## src/rtl/hazard_pkg.sv

```systemverilog
// rtl/hazard_pkg.sv - shared forwarding encodings and default sizes for hazard control
// Contents:
//   fwd_sel_e  operand source select used by the forwarding logic and the EX operand muxes
//   DEF_*      default register-file and counter sizes
package hazard_pkg;

   typedef enum logic [1:0] {
      FWD_RF  = 2'b00,
      FWD_WB  = 2'b01,
      FWD_MEM = 2'b10
   } fwd_sel_e;

   localparam int DEF_RAW   = 5;
   localparam int DEF_NREGS = 32;
   localparam int DEF_CNT_W = 32;

endpackage

```

## src/rtl/hazard_fwd_scoreboard_if.sv

```systemverilog
// rtl/hazard_fwd_scoreboard_if.sv - pipeline-side signal bundle of the hazard/forwarding block
// Signals:
//   ID stage   rs1_id, rs2_id, rs1_used_id, rs2_used_id, rd_id, regwrite_id
//   EX stage   rs1_ex, rs2_ex, rd_ex, regwrite_ex, memread_ex
//   MEM / WB   rd_mem, regwrite_mem, rd_wb, regwrite_wb
//   MC unit    mc_issue, mc_rd, mc_done, mc_done_rd
//   control    flush
//   results    forward_a, forward_b, stall, pending, stall_cycles
// Modports: master = pipeline driving the block, slave = the hazard block itself.
interface hazard_fwd_scoreboard_if
   import hazard_pkg::*;
#(
   parameter int RAW   = DEF_RAW,
   parameter int NREGS = DEF_NREGS,
   parameter int CNT_W = DEF_CNT_W
);
   logic [RAW-1:0]   rs1_id;
   logic [RAW-1:0]   rs2_id;
   logic             rs1_used_id;
   logic             rs2_used_id;
   logic [RAW-1:0]   rd_id;
   logic             regwrite_id;
   logic [RAW-1:0]   rs1_ex;
   logic [RAW-1:0]   rs2_ex;
   logic [RAW-1:0]   rd_ex;
   logic             regwrite_ex;
   logic             memread_ex;
   logic [RAW-1:0]   rd_mem;
   logic             regwrite_mem;
   logic [RAW-1:0]   rd_wb;
   logic             regwrite_wb;
   logic             mc_issue;
   logic [RAW-1:0]   mc_rd;
   logic             mc_done;
   logic [RAW-1:0]   mc_done_rd;
   logic             flush;
   logic [1:0]       forward_a;
   logic [1:0]       forward_b;
   logic             stall;
   logic [NREGS-1:0] pending;
   logic [CNT_W-1:0] stall_cycles;

   modport master (
      output rs1_id, rs2_id, rs1_used_id, rs2_used_id, rd_id, regwrite_id,
      output rs1_ex, rs2_ex, rd_ex, regwrite_ex, memread_ex,
      output rd_mem, regwrite_mem, rd_wb, regwrite_wb,
      output mc_issue, mc_rd, mc_done, mc_done_rd, flush,
      input  forward_a, forward_b, stall, pending, stall_cycles
   );

   modport slave (
      input  rs1_id, rs2_id, rs1_used_id, rs2_used_id, rd_id, regwrite_id,
      input  rs1_ex, rs2_ex, rd_ex, regwrite_ex, memread_ex,
      input  rd_mem, regwrite_mem, rd_wb, regwrite_wb,
      input  mc_issue, mc_rd, mc_done, mc_done_rd, flush,
      output forward_a, forward_b, stall, pending, stall_cycles
   );

endinterface

```

## src/rtl/reg_scoreboard.sv

```systemverilog
// rtl/reg_scoreboard.sv - per-register outstanding-write scoreboard for the multicycle unit
// Ports:
//   clk, rst                 clock, asynchronous active-high reset
//   set_en, set_idx          mark a register as having an in-flight multicycle write
//   clr_en, clr_idx          multicycle write-back completing this cycle
//   rs1/rs2/rd_idx           lookup indices from the ID stage
//   rs1/rs2/rd_pend          lookup results, with this cycle's completion already removed
//   pend                     raw scoreboard vector
module reg_scoreboard
   import hazard_pkg::*;
#(
   parameter int NREGS = DEF_NREGS,
   parameter int RAW   = DEF_RAW
) (
   input  logic             clk,
   input  logic             rst,
   input  logic             set_en,
   input  logic [RAW-1:0]   set_idx,
   input  logic             clr_en,
   input  logic [RAW-1:0]   clr_idx,
   input  logic [RAW-1:0]   rs1_idx,
   input  logic [RAW-1:0]   rs2_idx,
   input  logic [RAW-1:0]   rd_idx,
   output logic             rs1_pend,
   output logic             rs2_pend,
   output logic             rd_pend,
   output logic [NREGS-1:0] pend
);

   logic [NREGS-1:0] pend_q;
   logic [NREGS-1:0] set_mask;
   logic [NREGS-1:0] clr_mask;
   logic [NREGS-1:0] visible;

   // Decoders start at 1 so x0 can never be set or matched; indices at or
   // above NREGS simply decode to nothing.
   always_comb begin
      set_mask = '0;
      clr_mask = '0;
      for (int i = 1; i < NREGS; i++) begin
         if (set_en && set_idx == RAW'(i)) set_mask[i] = 1'b1;
         if (clr_en && clr_idx == RAW'(i)) clr_mask[i] = 1'b1;
      end
   end

   // A write completing this cycle is forwarded from WB next cycle, so it
   // must not hold the ID instruction back.
   assign visible = pend_q & ~clr_mask;

   always_comb begin
      rs1_pend = 1'b0;
      rs2_pend = 1'b0;
      rd_pend  = 1'b0;
      for (int i = 1; i < NREGS; i++) begin
         if (rs1_idx == RAW'(i)) rs1_pend = visible[i];
         if (rs2_idx == RAW'(i)) rs2_pend = visible[i];
         if (rd_idx  == RAW'(i)) rd_pend  = visible[i];
      end
   end

   // Set is applied after clear: a same-index issue is younger than the
   // completing op and must stay tracked.
   always_ff @(posedge clk or posedge rst) begin
      if (rst) begin
         pend_q <= '0;
      end else begin
         pend_q <= visible | set_mask;
      end
   end

   assign pend = pend_q;

endmodule

```

## src/rtl/hazard_fwd_scoreboard.sv

```systemverilog
// rtl/hazard_fwd_scoreboard.sv - EX forwarding select, load-use and scoreboard stall, stall counter
// Ports:
//   clk, rst   clock, asynchronous active-high reset
//   bus        slave side of hazard_fwd_scoreboard_if (pipeline stage fields in,
//              forward_a/forward_b/stall/pending/stall_cycles out)
module hazard_fwd_scoreboard
   import hazard_pkg::*;
#(
   parameter int NREGS = DEF_NREGS,
   parameter int RAW   = DEF_RAW,
   parameter int CNT_W = DEF_CNT_W
) (
   input  logic                   clk,
   input  logic                   rst,
   hazard_fwd_scoreboard_if.slave bus
);

   fwd_sel_e         fwd_a;
   fwd_sel_e         fwd_b;
   logic             load_use;
   logic             sb_hazard;
   logic             stall;
   logic             rs1_pend;
   logic             rs2_pend;
   logic             rd_pend;
   logic             sb_set;
   logic [NREGS-1:0] pend;
   logic [CNT_W-1:0] cnt_q;

   // MEM holds the younger result, so it takes priority over WB.
   function automatic fwd_sel_e fwd_select(
      input logic [RAW-1:0] rs,
      input logic           wr_mem,
      input logic [RAW-1:0] dst_mem,
      input logic           wr_wb,
      input logic [RAW-1:0] dst_wb
   );
      if (wr_mem && dst_mem != '0 && dst_mem == rs) return FWD_MEM;
      if (wr_wb  && dst_wb  != '0 && dst_wb  == rs) return FWD_WB;
      return FWD_RF;
   endfunction

   always_comb begin
      fwd_a = fwd_select(bus.rs1_ex, bus.regwrite_mem, bus.rd_mem, bus.regwrite_wb, bus.rd_wb);
      fwd_b = fwd_select(bus.rs2_ex, bus.regwrite_mem, bus.rd_mem, bus.regwrite_wb, bus.rd_wb);
   end

   assign sb_set = bus.mc_issue && bus.mc_rd != '0;

   reg_scoreboard #(
      .NREGS (NREGS),
      .RAW   (RAW)
   ) u_sb (
      .clk      (clk),
      .rst      (rst),
      .set_en   (sb_set),
      .set_idx  (bus.mc_rd),
      .clr_en   (bus.mc_done),
      .clr_idx  (bus.mc_done_rd),
      .rs1_idx  (bus.rs1_id),
      .rs2_idx  (bus.rs2_id),
      .rd_idx   (bus.rd_id),
      .rs1_pend (rs1_pend),
      .rs2_pend (rs2_pend),
      .rd_pend  (rd_pend),
      .pend     (pend)
   );

   assign load_use = bus.memread_ex && bus.rd_ex != '0 &&
                     ((bus.rs1_used_id && bus.rs1_id == bus.rd_ex) ||
                      (bus.rs2_used_id && bus.rs2_id == bus.rd_ex));

   // RAW on either source, or WAW on the destination against an in-flight MC write.
   assign sb_hazard = (bus.rs1_used_id && rs1_pend) ||
                      (bus.rs2_used_id && rs2_pend) ||
                      (bus.regwrite_id && rd_pend);

   // The flushed ID instruction is discarded anyway, so holding it is pointless.
   assign stall = (load_use || sb_hazard) && !bus.flush;

   always_ff @(posedge clk or posedge rst) begin
      if (rst) begin
         cnt_q <= '0;
      end else if (stall && cnt_q != '1) begin
         cnt_q <= cnt_q + 1'b1;
      end
   end

   assign bus.forward_a    = fwd_a;
   assign bus.forward_b    = fwd_b;
   assign bus.stall        = stall;
   assign bus.pending      = pend;
   assign bus.stall_cycles = cnt_q;

endmodule
```

## src/flat_wrapper.sv

```systemverilog
// flat-port wrapper written by rule: the top's interface ports become plain ports
module hazard_fwd_scoreboard_flat import hazard_pkg::*;
#(
   parameter int NREGS = DEF_NREGS,
   parameter int RAW   = DEF_RAW,
   parameter int CNT_W = DEF_CNT_W
)
  (clk, rst, bus_rs1_id, bus_rs2_id, bus_rs1_used_id, bus_rs2_used_id, bus_rd_id, bus_regwrite_id, bus_rs1_ex, bus_rs2_ex, bus_rd_ex, bus_regwrite_ex, bus_memread_ex, bus_rd_mem, bus_regwrite_mem, bus_rd_wb, bus_regwrite_wb, bus_mc_issue, bus_mc_rd, bus_mc_done, bus_mc_done_rd, bus_flush, bus_forward_a, bus_forward_b, bus_stall, bus_pending, bus_stall_cycles);
  hazard_fwd_scoreboard_if #(.RAW(RAW), .NREGS(NREGS), .CNT_W(CNT_W)) bus_i ();
  input  logic clk;
  input  logic rst;
  input wire logic [$bits(bus_i.rs1_id)-1:0] bus_rs1_id;
  input wire logic [$bits(bus_i.rs2_id)-1:0] bus_rs2_id;
  input wire logic [$bits(bus_i.rs1_used_id)-1:0] bus_rs1_used_id;
  input wire logic [$bits(bus_i.rs2_used_id)-1:0] bus_rs2_used_id;
  input wire logic [$bits(bus_i.rd_id)-1:0] bus_rd_id;
  input wire logic [$bits(bus_i.regwrite_id)-1:0] bus_regwrite_id;
  input wire logic [$bits(bus_i.rs1_ex)-1:0] bus_rs1_ex;
  input wire logic [$bits(bus_i.rs2_ex)-1:0] bus_rs2_ex;
  input wire logic [$bits(bus_i.rd_ex)-1:0] bus_rd_ex;
  input wire logic [$bits(bus_i.regwrite_ex)-1:0] bus_regwrite_ex;
  input wire logic [$bits(bus_i.memread_ex)-1:0] bus_memread_ex;
  input wire logic [$bits(bus_i.rd_mem)-1:0] bus_rd_mem;
  input wire logic [$bits(bus_i.regwrite_mem)-1:0] bus_regwrite_mem;
  input wire logic [$bits(bus_i.rd_wb)-1:0] bus_rd_wb;
  input wire logic [$bits(bus_i.regwrite_wb)-1:0] bus_regwrite_wb;
  input wire logic [$bits(bus_i.mc_issue)-1:0] bus_mc_issue;
  input wire logic [$bits(bus_i.mc_rd)-1:0] bus_mc_rd;
  input wire logic [$bits(bus_i.mc_done)-1:0] bus_mc_done;
  input wire logic [$bits(bus_i.mc_done_rd)-1:0] bus_mc_done_rd;
  input wire logic [$bits(bus_i.flush)-1:0] bus_flush;
  output wire logic [$bits(bus_i.forward_a)-1:0] bus_forward_a;
  output wire logic [$bits(bus_i.forward_b)-1:0] bus_forward_b;
  output wire logic [$bits(bus_i.stall)-1:0] bus_stall;
  output wire logic [$bits(bus_i.pending)-1:0] bus_pending;
  output wire logic [$bits(bus_i.stall_cycles)-1:0] bus_stall_cycles;
  assign bus_i.rs1_id = bus_rs1_id;
  assign bus_i.rs2_id = bus_rs2_id;
  assign bus_i.rs1_used_id = bus_rs1_used_id;
  assign bus_i.rs2_used_id = bus_rs2_used_id;
  assign bus_i.rd_id = bus_rd_id;
  assign bus_i.regwrite_id = bus_regwrite_id;
  assign bus_i.rs1_ex = bus_rs1_ex;
  assign bus_i.rs2_ex = bus_rs2_ex;
  assign bus_i.rd_ex = bus_rd_ex;
  assign bus_i.regwrite_ex = bus_regwrite_ex;
  assign bus_i.memread_ex = bus_memread_ex;
  assign bus_i.rd_mem = bus_rd_mem;
  assign bus_i.regwrite_mem = bus_regwrite_mem;
  assign bus_i.rd_wb = bus_rd_wb;
  assign bus_i.regwrite_wb = bus_regwrite_wb;
  assign bus_i.mc_issue = bus_mc_issue;
  assign bus_i.mc_rd = bus_mc_rd;
  assign bus_i.mc_done = bus_mc_done;
  assign bus_i.mc_done_rd = bus_mc_done_rd;
  assign bus_i.flush = bus_flush;
  assign bus_forward_a = bus_i.forward_a;
  assign bus_forward_b = bus_i.forward_b;
  assign bus_stall = bus_i.stall;
  assign bus_pending = bus_i.pending;
  assign bus_stall_cycles = bus_i.stall_cycles;
  hazard_fwd_scoreboard #(.NREGS(NREGS), .RAW(RAW), .CNT_W(CNT_W)) u_core (.clk(clk), .rst(rst), .bus(bus_i));
endmodule
```

## config.mk

```make
export PLATFORM = sky130hd
export DESIGN_NAME = hazard_fwd_scoreboard_flat
export DESIGN_NICKNAME = d
export VERILOG_FILES = /design/src/rtl/hazard_pkg.sv /design/src/rtl/hazard_fwd_scoreboard_if.sv /design/src/rtl/reg_scoreboard.sv /design/src/rtl/hazard_fwd_scoreboard.sv /design/src/flat_wrapper.sv
export SDC_FILE = /design/constraint.sdc
export NUM_CORES = 1
export LEC_CHECK = 0
export ABC_CLOCK_PERIOD_IN_PS = 3600
export CAP_MARGIN = 20
export CORE_ASPECT_RATIO = 0.6
export CORE_MARGIN = 3
export CORE_UTILIZATION = 50
export DETAILED_ROUTE_END_ITERATION = 12
export HOLD_SLACK_MARGIN = 0.03
export PLACE_DENSITY = 0.87
export SETUP_SLACK_MARGIN = 0.5
export SYNTH_ARGS = -nofsm -noshare
export SYNTH_HDL_FRONTEND = slang
export SYNTH_SLANG_ARGS = --single-unit
export TNS_END_PERCENT = 100
```

## constraint.sdc

```tcl
create_clock -name clk -period 3.6 [get_ports clk]
set_clock_uncertainty 0.05 [all_clocks]
set_input_delay 0.72 -clock clk [delete_from_list [all_inputs] [get_ports clk]]
set_output_delay 0.72 -clock clk [all_outputs]
set_load 0.03 [all_outputs]
```

==> metrics, run 1 <==
Synth area leaders dfrtp_1 31%, o21ai_0 6.8%, xnor2_1 6.0%, xor2_1 4.9%, nand3_1 3.2%; CTS root buffer clkbuf_16; status stopped before the end; Die Y 84.6 microns; placed instance count 1007; asr flop ratio synth 100%; hold_buf cts 0; synthesized area per cell 8.28 sq um; final global-route overflow total 1152; leading area contributor after synthesis dfrtp_1; clock sinks 63; Total GRT Usage 107%; Initial Util 53.7%; dominant synthesized flop cell dfrtp_1; maximum buffer depth of the clock tree 2; sequential share of the synthesized area 30.6%; top cell type's share of synthesized area 30.6%; stop err [ERROR GRT-0232] Routing congestion too high. Check the congestion heatmap in the GUI.; Post-synth top cells 70 x o21ai_0, 63 x dfrtp_1, 42 x nand2_1; placed standard-cell area 7820 sq um; pin count of the biggest net entering global routing 37; syn nets 685; Post-Syn Area 5150 sq um; WEP type top-level output; CTS H-tree lvls 3; Syn. warnings 0; Post-Synthesis Cells 622; die width 137 microns; halt point of the flow global routing (5_1_grt); RD Place Congestion 1.26; GR repair worst EP bus_stall; IO buf count 128; FP Rows 27; post-synth cell types 77; DP Wirelength 19400 microns; Seq cells post-synth 63; Post-synth EDFFs 0; most common cell in the netlist o21ai_0; CTS Buf Count 9; io pins 131
through the flow:
stage	hold WS, ns	worst slack, ns
after floorplan	0.612	0.245
after global placement	0.426	-1.03
after detailed placement	0.440	-1.18
after CTS	0.457	-0.145
cells by family after synthesis:
| family | synth area share, % |
|---|---|
| mux | 2.67 |
| compound gates | 24.6 |
| simple gates | 26.4 |
| flops | 30.6 |
| fa+ha+maj | 0.243 |
| buf+inv | 4.52 |
| xor+xnor | 10.9 |
| other cells | 0.0729 |
per-layer routing:
layer	GRT overflow	track usage (%)
met5	10	75.6
met4	406	126
met3	58	93.5
met2	638	125
met1	40	93.8
what timing repair did:
action / CTS
pin swaps: 14
gates cloned: 1
resized for setup: 112
buffers inserted: 13
setup endpoints to repair: 37
==> run 2: changes to the inputs <==
CORE_ASPECT_RATIO = unset   (was 0.6)
CORE_UTILIZATION = 36   (was 50)
HOLD_SLACK_MARGIN = unset   (was 0.03)
PLACE_DENSITY = unset   (was 0.87)
PLACE_DENSITY_LB_ADDON = 0.15   (was unset)
SETUP_SLACK_MARGIN = unset   (was 0.5)
==> metrics, run 2 <==
compound-cell area share of the yosys netlist 24.6% (unchanged); worst rel slew slack 49.7%; dominant synthesized flop cell dfrtp_1 (unchanged); HP Class reg -> reg; Leak 3.50 nW; Final Critical Period 3.80 ns; Core Area 13900 sq um; drt first pass iters 5; Post-synth EDFFs 0 (unchanged); die area 15800 sq um; Synth Area in Adders 0.243% (unchanged); Die Y 126 microns (was 84.6 microns); M3 GR Usage 6.79%; share of cells above drive strength 1 28.8%; RSZ-0062 raised after global routing true; vias 6329; clk slew on worst S/H paths 0.06 ns; xor and xnor fraction of the mapped netlist area 10.9% (unchanged); Worst EP required 2.83 ns; crit path to bus_stall; Via density 5.86; final setup TNS -0.469 ns; most common cell after layout, fill and taps aside buf_4; syn nets 685 (unchanged); period utilisation layout 106%; critical path class in -> out; Critical Path Source Type input pin; final hold vios 0; violated checks negative setup slack; Post-synth top cells 70 x o21ai_0, 63 x dfrtp_1, 42 x nand2_1 (unchanged); sequential share of the synthesized area 30.6% (unchanged); DP Wirelength 18200 microns (was 19400 microns); number of global-route vias before repair 6243; Final setup violation count 10; Area Growth Syn to Fin 64.9%; pre-CTS WS -0.934 ns (was -1.18 ns); clock latency on the worst-skew pair 0.33 ns; FF-to-FF path depth 9; met1 Use GR 40.3%; asr flop ratio synth 100% (unchanged); Pwr Density 382 nW/um^2; most common cell in the netlist o21ai_0 (unchanged); R2R Path End u_core.bus.stall_cycles[23]$_DFFE_PP0P_; mux contribution to synthesized area 2.67% (unchanged); FP Rows 43 (was 27); die width 126 microns (was 137 microns); maximum buffer depth of the clock tree 2 (unchanged); CP startpoint bus_rs1_id[1]; RR Startpoint u_core.u_sb.pend[22]$_DFF_PP0_; max FFs per register 32; total power 3.24 mW; DRC Markers 0; post-synth cell types 77 (unchanged); pin count of the biggest net entering global routing 33; M2 GR Usage 43.8%; Fmax 263 MHz; global-route wire length before repair 35800 microns; Slew Limit Fails 0; commonest non-fill, non-tap cells in the layout 151 x buf_4, 105 x clkdlybuf4s50_1, 63 x dfrtp_1, 60 x o21ai_0, 41 x nand2_1; antenna-violating nets left 0; nets@finish 957; worst slew pin tran 0.754 ns; leading area contributor after synthesis dfrtp_1 (unchanged); io pins 131 (unchanged); crit path capture type output pin; Post-Route WL 23900 microns; IO buf count 128 (unchanged); Syn. warnings 0 (unchanged); antenna violations before repair 0; CTS H-tree lvls 3 (unchanged); worst-path maximum fanout 5; Post-Syn Area 5150 sq um (unchanged); gr busiest metal met2; CTS tree built; Synth area leaders dfrtp_1 31%, o21ai_0 6.8%, xnor2_1 6.0%, xor2_1 4.9%, nand3_1 3.2% (unchanged); Initial Util 36.9% (was 53.7%); Total GRT Usage 28.8%; r2r setup slk 0.49 ns; Layout Utilization 60.9%; First DRT Iteration DRCs 718; Critical Path AT 3.03 ns; Hold Worst Slack 0.438 ns; Max VDD drop 399 uV; Seq cells post-synth 63 (unchanged); simple-gate area share of the yosys netlist 26.4% (unchanged); top cell type's share of synthesized area 30.6% (unchanged); status complete, but fails checks (was stopped before the end); RD Place Congestion 0.921 (was 1.26); clock sinks 63 (unchanged); setup ws final -0.201 ns; maxcap violations 0; CTS root buffer clkbuf_16 (unchanged); WL per Instance 22.1 microns; largest family of logic cells by synthesized area simple AND/OR/NAND/NOR gates (unchanged); CTS Buf Count 9 (unchanged); Post-Synthesis Cells 622 (unchanged); synthesized area per cell 8.28 sq um (unchanged); final global-route overflow total 0
-- run 2: cell counts after synthesis --
No cell type changed its count.
-- run 2: power by group --
part | total, mW | internal [mW] | leakage (nW) | switching (mW)
clock | 0.835 | 0.487 | 0.131 | 0.348
sequential | 0.990 | 0.820 | 0.813 | 0.170
combinational | 1.42 | 0.649 | 2.55 | 0.768
-- run 2: repair_timing --
item                       4_1_cts  5_1_grt
buffers inserted                13        8
hold buffers                     0        0
cloned                           1        2
setup endpoints to repair       33       29
resized for setup               88       52
pin swaps                       29       24
-- run 2: kinds of logic (layout without fill, tap and decap cells) --
group / count (synthesis) / count (layout)
compound gates: 187 / 188
xor+xnor: 64 / 64
fa+ha+maj: 1 / 1
buf+inv: 53 / 329
flops: 63 / 63
mux: 13 / 13
other cells: 1 / 2
simple gates: 240 / 240
-- run 2: final cells by class --
class                           count  area [sq um]
Antenna cell                        1          2.50
Clock buffer                       10           239
Clock inverter                      6          45.0
Fill cell                        1228          5450
Inverter                           14          57.6
Multi-Input combinational cell    507          3650
Sequential cell                    63          1580
Tap cell                          180           225
Timing Repair Buffer              299          2700
-- run 2: worst min path at each step --
| stage | startpoint | to | slack (ns) | depth (start not counted) |
|---|---|---|---|---|
| floorplan | u_core.bus.stall_cycles[16]$_DFFE_PP0P_ | u_core.bus.stall_cycles[16]$_DFFE_PP0P_ | 0.61 | 1 |
| global placement | u_core.bus.stall_cycles[8]$_DFFE_PP0P_ | u_core.bus.stall_cycles[8]$_DFFE_PP0P_ | 0.43 | 1 |
| detailed placement | u_core.bus.stall_cycles[8]$_DFFE_PP0P_ | u_core.bus.stall_cycles[8]$_DFFE_PP0P_ | 0.43 | 1 |
| CTS | u_core.bus.stall_cycles[16]$_DFFE_PP0P_ | u_core.bus.stall_cycles[16]$_DFFE_PP0P_ | 0.44 | 1 |
| global route | u_core.bus.stall_cycles[16]$_DFFE_PP0P_ | u_core.bus.stall_cycles[16]$_DFFE_PP0P_ | 0.46 | 1 |
| finish | u_core.bus.stall_cycles[8]$_DFFE_PP0P_ | u_core.bus.stall_cycles[8]$_DFFE_PP0P_ | 0.44 | 1 |
-- run 2: routing by layer --
metal | share of wire (%) | vias to the layer above
li1 | - | 2891
met1 | 45 | 3111
met2 | 45 | 283
met3 | 7.8 | 44
met4 | 2.8 | 0
met5 | 0 | -
-- run 2: per-stage QoR --
step | area [sq um] | std cells
detailed placement | 7600 | 1039
CTS | 8190 | 1069
floorplan | 5150 | 622
global route | 8490 | 1079
global placement | 7600 | 1039
finish | 8490 | 1080
-- run 2: critical path: stages --
cell and delay [ns]:
clkdlybuf4s50_1 0.50, buf_6 0.16, xor2_2 0.17, nor3_2 0.09, o31ai_1 0.27, o2111ai_1 0.22, o2111ai_1 0.14, o2111ai_2 0.22
o221ai_4 0.34, buf_6 0.19
(Power assumes the default switching activity.)
==> run 3: changes to the inputs <==
CAP_MARGIN = 40   (was 20)
CTS_CLUSTER_SIZE = 30   (was unset)
SLEW_MARGIN = 0   (was unset)
==> results of run 3 <==
Same layout as run 2: the final DEF is identical, and so are final timing and power.
